--- config.mk ---
export PLATFORM = sky130hd
export DESIGN_NAME = status_cond_unit
export DESIGN_NICKNAME = d
export VERILOG_FILES = /design/src/rtl/status_cond_unit.sv
export SDC_FILE = /design/constraint.sdc
export NUM_CORES = 1
export LEC_CHECK = 0
export CORE_ASPECT_RATIO = 1.5
export CORE_MARGIN = 3
export CORE_UTILIZATION = 48
export DETAILED_ROUTE_END_ITERATION = 10
export HOLD_SLACK_MARGIN = 0.03
export PLACE_DENSITY = 0.82
export REMOVE_ABC_BUFFERS = 1
export SLEW_MARGIN = 30
export SYNTH_ARGS = -nofsm -noshare
export SYNTH_HDL_FRONTEND = slang
export SYNTH_SLANG_ARGS = --single-unit
--- constraint.sdc ---
create_clock -name clk -period 4.8 [get_ports clk]
set_input_delay 0.48 -clock clk [delete_from_list [all_inputs] [get_ports clk]]
set_output_delay 0.48 -clock clk [all_outputs]
set_load 0.05 [all_outputs]
--- src/rtl/status_cond_unit.sv ---
// Status/condition unit: holds the committed NZCV flags, evaluates the ARM
// condition field of the decode-stage instruction, and requests a one-cycle
// decode stall on a flag hazard when EXE-stage forwarding is disabled.
// Flag bit order everywhere: [3]=Z, [2]=C, [1]=N, [0]=V.
module status_cond_unit #(
  parameter bit FORWARD   = 1'b1,
  parameter int CNT_WIDTH = 16
) (
  input  logic                 clk,
  input  logic                 rst,
  input  logic                 exe_valid,
  input  logic                 exe_s,
  input  logic [3:0]           exe_sr,
  input  logic                 freeze,
  input  logic                 flush,
  input  logic                 id_valid,
  input  logic [3:0]           id_cond,
  output logic [3:0]           sr,
  output logic                 carry,
  output logic                 cond_pass,
  output logic                 hazard_stall,
  output logic [CNT_WIDTH-1:0] commit_cnt
);

  typedef enum logic {
    ST_IDLE = 1'b0,
    ST_WAIT = 1'b1
  } state_t;

  localparam logic [3:0] COND_AL = 4'b1110;

  state_t     state, state_next;
  logic       commit;
  logic [3:0] flags;
  logic       flag_z, flag_c, flag_n, flag_v;
  logic       stall_now;
  logic       stall_q;

  assign commit = exe_valid & exe_s & ~freeze & ~flush;
  assign carry  = sr[2];

  // Effective flags for the condition check: bypass the ALU status only when forwarding is on.
  always_comb begin
    flags = sr;
    if (FORWARD && commit) flags = exe_sr;
  end

  assign flag_z = flags[3];
  assign flag_c = flags[2];
  assign flag_n = flags[1];
  assign flag_v = flags[0];

  // Decode the ARM condition field against the effective flags.
  always_comb begin
    // NOTE: every always_comb output gets a default first so no path can infer a latch.
    cond_pass = 1'b0;
    if (id_valid) begin
      unique case (id_cond)
        4'b0000: cond_pass = flag_z;
        4'b0001: cond_pass = ~flag_z;
        4'b0010: cond_pass = flag_c;
        4'b0011: cond_pass = ~flag_c;
        4'b0100: cond_pass = flag_n;
        4'b0101: cond_pass = ~flag_n;
        4'b0110: cond_pass = flag_v;
        4'b0111: cond_pass = ~flag_v;
        4'b1000: cond_pass = flag_c & ~flag_z;
        4'b1001: cond_pass = ~flag_c | flag_z;
        4'b1010: cond_pass = (flag_n == flag_v);
        4'b1011: cond_pass = (flag_n != flag_v);
        4'b1100: cond_pass = ~flag_z & (flag_n == flag_v);
        4'b1101: cond_pass = flag_z | (flag_n != flag_v);
        4'b1110: cond_pass = 1'b1;
        default: cond_pass = 1'b0;
      endcase
    end
  end

  // Committed flags and the commit event counter (wraps naturally).
  always_ff @(posedge clk) begin
    // NOTE: sequential state uses non-blocking assignments so all registers update together.
    if (rst) begin
      sr         <= 4'b0000;
      commit_cnt <= '0;
    end else if (commit) begin
      sr         <= exe_sr;
      commit_cnt <= commit_cnt + CNT_WIDTH'(1);
    end
  end

  // Hazard FSM next state and raw stall request; inert when forwarding is enabled.
  always_comb begin
    stall_now  = 1'b0;
    state_next = state;
    if (!FORWARD) begin
      if (state == ST_IDLE)
        stall_now = commit & id_valid & (id_cond != COND_AL);
      if (!freeze) begin
        if (flush)               state_next = ST_IDLE;
        else if (state == ST_WAIT) state_next = ST_IDLE;
        else if (stall_now)      state_next = ST_WAIT;
      end
    end
  end

  // Hazard state register plus the last unfrozen stall value, held across a freeze.
  always_ff @(posedge clk) begin
    if (rst) begin
      state   <= ST_IDLE;
      stall_q <= 1'b0;
    end else if (!freeze) begin
      state   <= state_next;
      stall_q <= stall_now;
    end
  end

  assign hazard_stall = ~rst & (freeze ? stall_q : stall_now);

endmodule
* Word level (Yosys, flattened, before mapping)
Cells that the tools add are included.
Word-level totals: flip-flop bits (word level) 21, bits of input ports 15, output and inout port bits 23, word-level logic and storage cells 40
Cells by class: add/sub/neg operators 1, equal/unequal tests 16, muxes and demuxes 4, bitwise operators 15, reduce and logical (&&, ||, !) cells 1
Operators by type and width (number):
- $eq A4 B4 Y1 const B | 7
- $add A16 B1 Y16 const B | 1
- $eq A4 B3 Y1 const B | 4
- $pmux W1 S15 | 1
- $eq A4 B2 Y1 const B | 2
- $not A1 Y1 | 7
- $and A1 B1 Y1 | 6
- $eq A4 B1 Y1 const B | 1
- $logic_not A4 Y1 | 1
- $mux W4 | 1
- $mux W1 | 2
- $or A1 B1 Y1 | 2
- $eq A1 B1 Y1 | 1
- $ne A1 B1 Y1 | 1

* Longest topological paths before layout
Gate-level depths: netlist of run 1.
word-level depth 8, gate-level depth with buffers 8, depth with buffers taken out 6

* Worst setup path before layout of run 1
No wires, ideal clock.
path type input port to output port, from input flush, to output cond_pass, arrival time 2044 ps, data required time 4320 ps, path slack 2276 ps, stages 8, path buffers 2, cells stage by stage and4bb_1 > buf_6 > buf_12 > nor2_1 > a221oi_2 > a311oi_1 > a211o_1 > nand3_1
On the way: cells in the longest elaborated chain, start to end 7, elaborated cells between the ends (all ways) 15, those cells by class 2 x eq/ne; 3 x mux; 10 x bitwise
Ends and longest elaborated chain:
- from (decl) | line 15 | input logic flush,
- $not A1 Y1 (*) | line 39 | assign commit = exe_valid & exe_s & ~freeze & ~flush;
- $and A1 B1 Y1 (*) | line 39
- $mux W4 (*)
- $ne A1 B1 Y1, or another cell as far along | line 70, 72
- $or A1 B1 Y1, or another cell as far along | line 72 | 4'b1101: cond_pass = flag_z | (flag_n != flag_v);
- $pmux W1 S15 (*) | line 58 | unique case (id_cond)
- $mux W1 (*) | line 57 | if (id_valid) begin
- to (decl) | line 20 | output logic cond_pass,
Every way passes the cells marked *; elsewhere a longest branch is shown, timed or not.

* Worst setup path after layout of run 1
from input freeze, to output cond_pass
On the way: cells in the longest elaborated chain, start to end 8, elaborated cells between the ends (all ways) 16, those cells by class 2 x eq/ne; 3 x mux; 11 x bitwise
Ends and longest elaborated chain:
- from (decl) | line 14 | input logic freeze,
- $not A1 Y1 (*) | line 39
- $and A1 B1 Y1 (*) (2 in a row) | line 39
- $mux W4 (*)
- $ne A1 B1 Y1, or another cell as far along | line 70, 72
- $or A1 B1 Y1, or another cell as far along | line 72
- $pmux W1 S15 (*) | line 58
- $mux W1 (*) | line 57
Marks and branches as above.

==> results of run 1 <==
worst max path at each step:
stage | startpoint | end | depth (start not counted)
2_1_floorplan | flush | cond_pass | 6
3_3_place_gp | freeze | cond_pass | 8
3_5_place_dp | freeze | cond_pass | 8
4_1_cts | freeze | cond_pass | 8
5_1_grt | freeze | cond_pass | 8
6_report | freeze | cond_pass | 8
cell families after synthesis:
kind of cell               count (synthesis)
AOI/OAI and AO/OA                         12
xor gates and xnor gates                  17
adders and majority gates                  1
buffers and inverters                     11
DFF                                       21
muxes                                      8
and+or+nand+nor                           58
cell usage in the layout, fill, tap and decap left out, types with 2 or more instances in the layout:
| cell | n |
|---|---|
| nand3_1 | 8 |
| nand2_1 | 11 |
| xor2_1 | 13 |
| xnor2_1 | 4 |
| clkbuf_4 | 3 |
| or3_1 | 2 |
| mux2i_1 | 5 |
| nand4_1 | 2 |
| and3_1 | 2 |
| a21oi_1 | 2 |
| nor2_1 | 24 |
| inv_1 | 5 |
| mux2i_2 | 2 |
| clkdlybuf4s50_1 | 37 |
| nor2b_1 | 2 |
| dfxtp_1 | 21 |
metrics by stage:
step | area, um^2 | util (%) | worst slack, ns | power [W]
after floorplan | 1086 | - | 2.020 | 0.0002034
after global placement | 1493 | 66.83 | 1.008 | 0.0002274
after detailed placement | 1493 | 66.83 | 0.9226 | 0.0002286
after CTS | 1520 | 68.07 | 0.9204 | 0.0003112
after global routing | 1520 | 68.07 | 0.7740 | 0.0003208
final | 1520 | 68.07 | 0.9212 | 0.0003096
flip-flops by register name, summed over array words and instances (netlist names):
register    count
commit_cnt     16
stall_q         1
sr              4
worst reg2reg max path, stage by stage, from the launching register on:
cell,delay (ns)
dfxtp_1,0.43
and3_1,0.22
nand3_1,0.17
nor3_4,0.21
nand3_1,0.12
xor2_1,0.16
nor2_1,0.06
metal layers:
layer	track usage (%)	wire [um]	vias to the layer above
met1	21.36	1007	487
met2	38.11	1447	34
met3	1.918	108	9
met4	9.253	59	0
li1	-	-	510
met5	0	0	-
cell type report:
| type | count | area [um^2] | share of cell area (%) |
|---|---|---|---|
| well taps | 23 | 28.78 | 1.893 |
| multi-input cells | 96 | 646.9 | 42.55 |
| flip-flops and latches | 21 | 420.4 | 27.65 |
| clock inverters | 1 | 5.005 | 0.3292 |
| inverters | 5 | 18.77 | 1.235 |
| repair buffers | 38 | 377.9 | 24.86 |
| clock buffers | 3 | 22.52 | 1.481 |
power breakdown:
part / internal (W) / total (W) / switching (W)
Clock: 0.0000311 / 0.0000846 / 0.0000535
Sequential: 0.000175 / 0.000177 / 0.00000123
Combinational: 0.0000226 / 0.0000485 / 0.0000259
==> impl_metrics.env, run 1 <==
export IMPL_synthXorXnorAreaFrac_pct=13.11
export IMPL_place_hpwl_mm=2.027
export IMPL_ys_warn_count=0
export IMPL_postSynthAreaPerCell_um2=8.876
export IMPL_whs_path_depth=2
export IMPL_clockRootBuffer="clkbuf_4"
export IMPL_insertion_delay_ns=0.30
export IMPL_p_leak_nw=0.5826
export IMPL_grt_max_degree=23
export IMPL_syn2layout_area_growth_pct=33.81
export IMPL_regToRegSetupSlack_ns=3.34
export IMPL_drc=0
export IMPL_ys_seq_area_share_pct=37.00
export IMPL_die_area_mm2=0.002999
export IMPL_synth_main_ff_cell="dfxtp_1"
export IMPL_routedWlPerCell_um=14.02
export IMPL_cap_violations=0
export IMPL_gp_congestion=0.8600
export IMPL_rows=21
export IMPL_place_inst=183
export IMPL_rsz0062_at_grt="false"
export IMPL_post_synth_top_count_cell="nor2_1"
export IMPL_num_antenna_cells=0
export IMPL_synthMuxAreaShare_pct=7.819
export IMPL_min_to="stall_q$_SDFF_PP0_"
export IMPL_synth_compound_area_share_pct=8.480
export IMPL_grt_ovfl_total=0
export IMPL_critPathTopFamily="buffers and inverters"
export IMPL_end_kind="output pin"
export IMPL_n_fill_cell=191
export IMPL_ys_top_cells_by_count="24 x nor2_1, 21 x dfxtp_1, 13 x xor2_1"
export IMPL_timing_slew_headroom_pct=50.55
export IMPL_cts_hold_buffers=0
export IMPL_drt_antenna_violating_nets=0
export IMPL_reg2reg_to="commit_cnt[13]$_SDFFE_PP0N_"
export IMPL_synth_area_leader_cell="dfxtp_1"
export IMPL_powerDensity_mw_per_mm2=203.7
export IMPL_setup_tns_ns=0
export IMPL_cp_cell_sequence="clkdlybuf4s50_1, and4bb_1, mux2i_1, or3_1, a21oi_1, o211ai_1, nand3_1, clkdlybuf4s50_1"
export IMPL_r2r_start="commit_cnt[6]$_SDFFE_PP0N_"
export IMPL_finalHoldViolCount=0
export IMPL_min_period_over_period_pct=80.81
export IMPL_critPathArrivalTime_ns=3.40
export IMPL_finClkSkew_ns=0.002909
export IMPL_setup_viol=0
export IMPL_start_util_pct=50.87
export IMPL_synth_simple_gate_area_share_pct=26.43
export IMPL_cp_data_required_time_ns=4.32
export IMPL_irDropWorstVdd_uv=163.9
export IMPL_io_buffer_count=37
export IMPL_core_area_mm2=0.002233
export IMPL_cts_tree="yes"
export IMPL_ys_ff_latch=21
export IMPL_synth_top_family_by_area="simple AND/OR/NAND/NOR gates"
export IMPL_drt_iter0_drc=24
export IMPL_cts_sinks=21
export IMPL_vias_per_cell=5.561
export IMPL_fmax_ghz=0.2578
export IMPL_h_tree_depth=1
export IMPL_syn_cell_area_mm2=0.001136
export IMPL_drive_above_1_share_pct=7.927
export IMPL_period_minus_slack_ns=3.879
export IMPL_grt_pass1_wl_mm=4.664
export IMPL_first_global_vias=1124
export IMPL_die_h_um=65.59
export IMPL_ff2ff_path_depth=6
export IMPL_status="completed"
export IMPL_nNetsFinal=181
export IMPL_min_from="stall_q$_SDFF_PP0_"
export IMPL_clk_pin_slew_ns=0.12
export IMPL_max_stage_delay_ns=0.80
export IMPL_synthTopCellsByArea="dfxtp_1 37%, xor2_1 10%, nor2_1 7.9%"
export IMPL_yosysTopAreaCellShare_pct=37.00
export IMPL_worstHoldPathType="flip-flop to flip-flop"
export IMPL_antenna_found_initial=0
export IMPL_critPathMostFrequentCell="clkdlybuf4s50_1"
export IMPL_cp_start_kind="input pin"
export IMPL_synthAdderAreaFrac_pct=1.101
export IMPL_ys_types=38
export IMPL_ioPinCount=38
export IMPL_die_x_um=45.72
export IMPL_clockBufferDepth=2
export IMPL_first_pass_iters=4
export IMPL_async_flop_share_pct=0
export IMPL_via_count=1040
export IMPL_post_cts_setup_buffers=0
export IMPL_path_buf_inv=2
export IMPL_syn_instance_count=128
export IMPL_whs_ns=0.4581
export IMPL_cts_buffers=3
export IMPL_cp_slowest_cell="clkdlybuf4s50_1"
export IMPL_synth_edf_count=0
export IMPL_crit_fanout=14
export IMPL_drt_total_wl_mm=2.621
export IMPL_post_cts_resized=0
export IMPL_fin_cells=187
export IMPL_grtUsageTotal_pct=20.35
export IMPL_max_slew_worst_pin_slew_ns=0.7417
export IMPL_critPathKind="input pin to output pin"
export IMPL_drv_slew=0
(Power assumes the default switching activity.)
==> inputs of run 2 (changes only) <==
--- a/config.mk
+++ b/config.mk
@@ -7,10 +7,10 @@
 export LEC_CHECK = 0
 export CORE_ASPECT_RATIO = 1.5
 export CORE_MARGIN = 3
-export CORE_UTILIZATION = 48
+export CORE_UTILIZATION = 40
 export DETAILED_ROUTE_END_ITERATION = 10
 export HOLD_SLACK_MARGIN = 0.03
-export PLACE_DENSITY = 0.82
+export PLACE_DENSITY = 0.73
 export REMOVE_ABC_BUFFERS = 1
 export SLEW_MARGIN = 30
 export SYNTH_ARGS = -nofsm -noshare
==> constraint.sdc (replaced) <==
create_clock -name clk -period 3.2 [get_ports clk]
set_input_delay 0.32 -clock clk [delete_from_list [all_inputs] [get_ports clk]]
set_output_delay 0.32 -clock clk [all_outputs]
set_load 0.05 [all_outputs]
==> run 2 against run 1 <==
- die area rose by 18%
- global-route usage decreased by 4.2 points
- power up 65%
- sequential share of layout area fell by 0.92 points
- largest cell class unchanged
- clock power is 100% higher
==> impl_metrics.env, run 2 (same netlist as run 1, synthesis figures left out) <==
export IMPL_crit_fanout=8
export IMPL_worstHoldPathType="flip-flop to flip-flop"
export IMPL_first_pass_iters=4
export IMPL_grt_pass1_wl_mm=4.567
export IMPL_drt_antenna_violating_nets=0
export IMPL_mostFrequentLayoutCells="36 x clkdlybuf4s50_1, 24 x nor2_1, 21 x dfxtp_1"
export IMPL_insertion_delay_ns=0.26
export IMPL_via_count=1020
export IMPL_grt_ovfl_total=0
export IMPL_vias_per_cell=5.050
export IMPL_cts_tree="yes"
export IMPL_nNetsFinal=182
export IMPL_clockBufferDepth=2
export IMPL_finClkSkew_ns=0.0004243
export IMPL_total_power_w=0.0005105
export IMPL_setup_viol=0
export IMPL_fin_util_pct=58.14
export IMPL_top_regs="commit_cnt (16), sr (4), stall_q (1)"
export IMPL_grtUsageTotal_pct=16.16
export IMPL_drc=0
export IMPL_cap_violations=0
export IMPL_h_tree_depth=1
export IMPL_post_cts_setup_buffers=0
export IMPL_setup_tns_ns=0
export IMPL_whs_ns=0.4602
export IMPL_first_global_vias=1056
export IMPL_clockRootBuffer="clkbuf_8"
export IMPL_antenna_found_initial=0
export IMPL_fin_ws_ns=0.4943
export IMPL_drive_above_1_share_pct=8.485
export IMPL_top_register="commit_cnt"
export IMPL_num_antenna_cells=0
export IMPL_grt_max_degree=22
export IMPL_max_slew_worst_pin_slew_ns=0.5120
export IMPL_gp_congestion=0.8695
export IMPL_irDropWorstVdd_uv=258.6
export IMPL_critPathKind="input pin to output pin"
export IMPL_finalHoldViolCount=0
export IMPL_die_area_mm2=0.003529
export IMPL_die_h_um=71.27
export IMPL_largest_reg_flops=16
export IMPL_end_kind="output pin"
export IMPL_cts_hold_buffers=0
export IMPL_cp_data_required_time_ns=2.88
export IMPL_cts_buffers=3
export IMPL_drt_iter0_drc=19
export IMPL_drt_total_wl_mm=2.539
export IMPL_p_leak_nw=0.5982
export IMPL_post_cts_resized=0
export IMPL_io_buffer_count=37
export IMPL_layout_commonest_cell="clkdlybuf4s50_1"
export IMPL_ioPinCount=38
export IMPL_rows=23
export IMPL_pre_cts_ws_ns=0.4908
export IMPL_routedWlPerCell_um=12.57
export IMPL_cts_sinks=21
export IMPL_place_hpwl_mm=1.988
export IMPL_powerDensity_mw_per_mm2=324.6
export IMPL_start_util_pct=42.00
export IMPL_core_area_mm2=0.002705
export IMPL_min_period_over_period_pct=84.55
export IMPL_cp_start_kind="input pin"
export IMPL_fmax_ghz=0.3696
export IMPL_syn2layout_area_growth_pct=38.44
export IMPL_period_minus_slack_ns=2.706
export IMPL_status="completed"
export IMPL_critPathArrivalTime_ns=2.39
export IMPL_die_x_um=49.52
export IMPL_rsz0062_at_grt="false"
export IMPL_timing_slew_headroom_pct=65.76
export IMPL_clk_pin_slew_ns=0.07
export IMPL_drv_slew=0
run 2: layout make-up:
type	count	area (um^2)
Fill cell	256	1132
Inverter	5	18.77
Multi-Input combinational cell	96	646.9
Timing Repair Buffer	39	395.4
Clock buffer	4	45.04
Sequential cell	21	420.4
Tap cell	37	46.29
run 2: final timing paths:
| check | cells past startpoint | slack, ns | from | to |
|---|---|---|---|---|
| worst max register to register | 6 | 1.76 | commit_cnt[6]$_SDFFE_PP0N_ | commit_cnt[13]$_SDFFE_PP0N_ |
| worst min-delay path | 2 | 0.46 | stall_q$_SDFF_PP0_ | stall_q$_SDFF_PP0_ |
| worst min register to register | 2 | 0.46 | stall_q$_SDFF_PP0_ | stall_q$_SDFF_PP0_ |
| worst max-delay path | 8 | 0.49 | freeze | cond_pass |
run 2: report_power, final:
group / internal (W) / switching, W / leakage [nW] / total [W]
clock network: 0.0000886 / 0.0000820 / 0.0228 / 0.000171
registers: 0.000263 / 0.00000193 / 0.169 / 0.000265
logic: 0.0000370 / 0.0000382 / 0.406 / 0.0000752
total: 0.000388 / 0.000122 / 0.598 / 0.000511
run 2: critical path, stage by stage:
cell	delay [ns]
clkdlybuf4s50_1	0.42
and4bb_1	0.50
mux2_2	0.42
o21ai_1	0.14
a21oi_1	0.09
o211ai_1	0.18
nand3_1	0.14
buf_12	0.18
run 2: routing by layer:
layer | track usage, % | vias to the layer above | part of all wire [%]
met1 | 16.84 | 469 | 39
met4 | 4.615 | 0 | 1.0
met3 | 4.158 | 5 | 6.3
li1 | - | 511 | -
met5 | 0 | - | 0
met2 | 31.19 | 35 | 53
run 2: metrics by stage:
stage | cell area, um^2 | cells
after global routing | 1573 | 202
after detailed placement | 1528 | 198
after global placement | 1528 | 198
after CTS | 1573 | 202
after floorplan | 1086 | 122
final | 1573 | 202
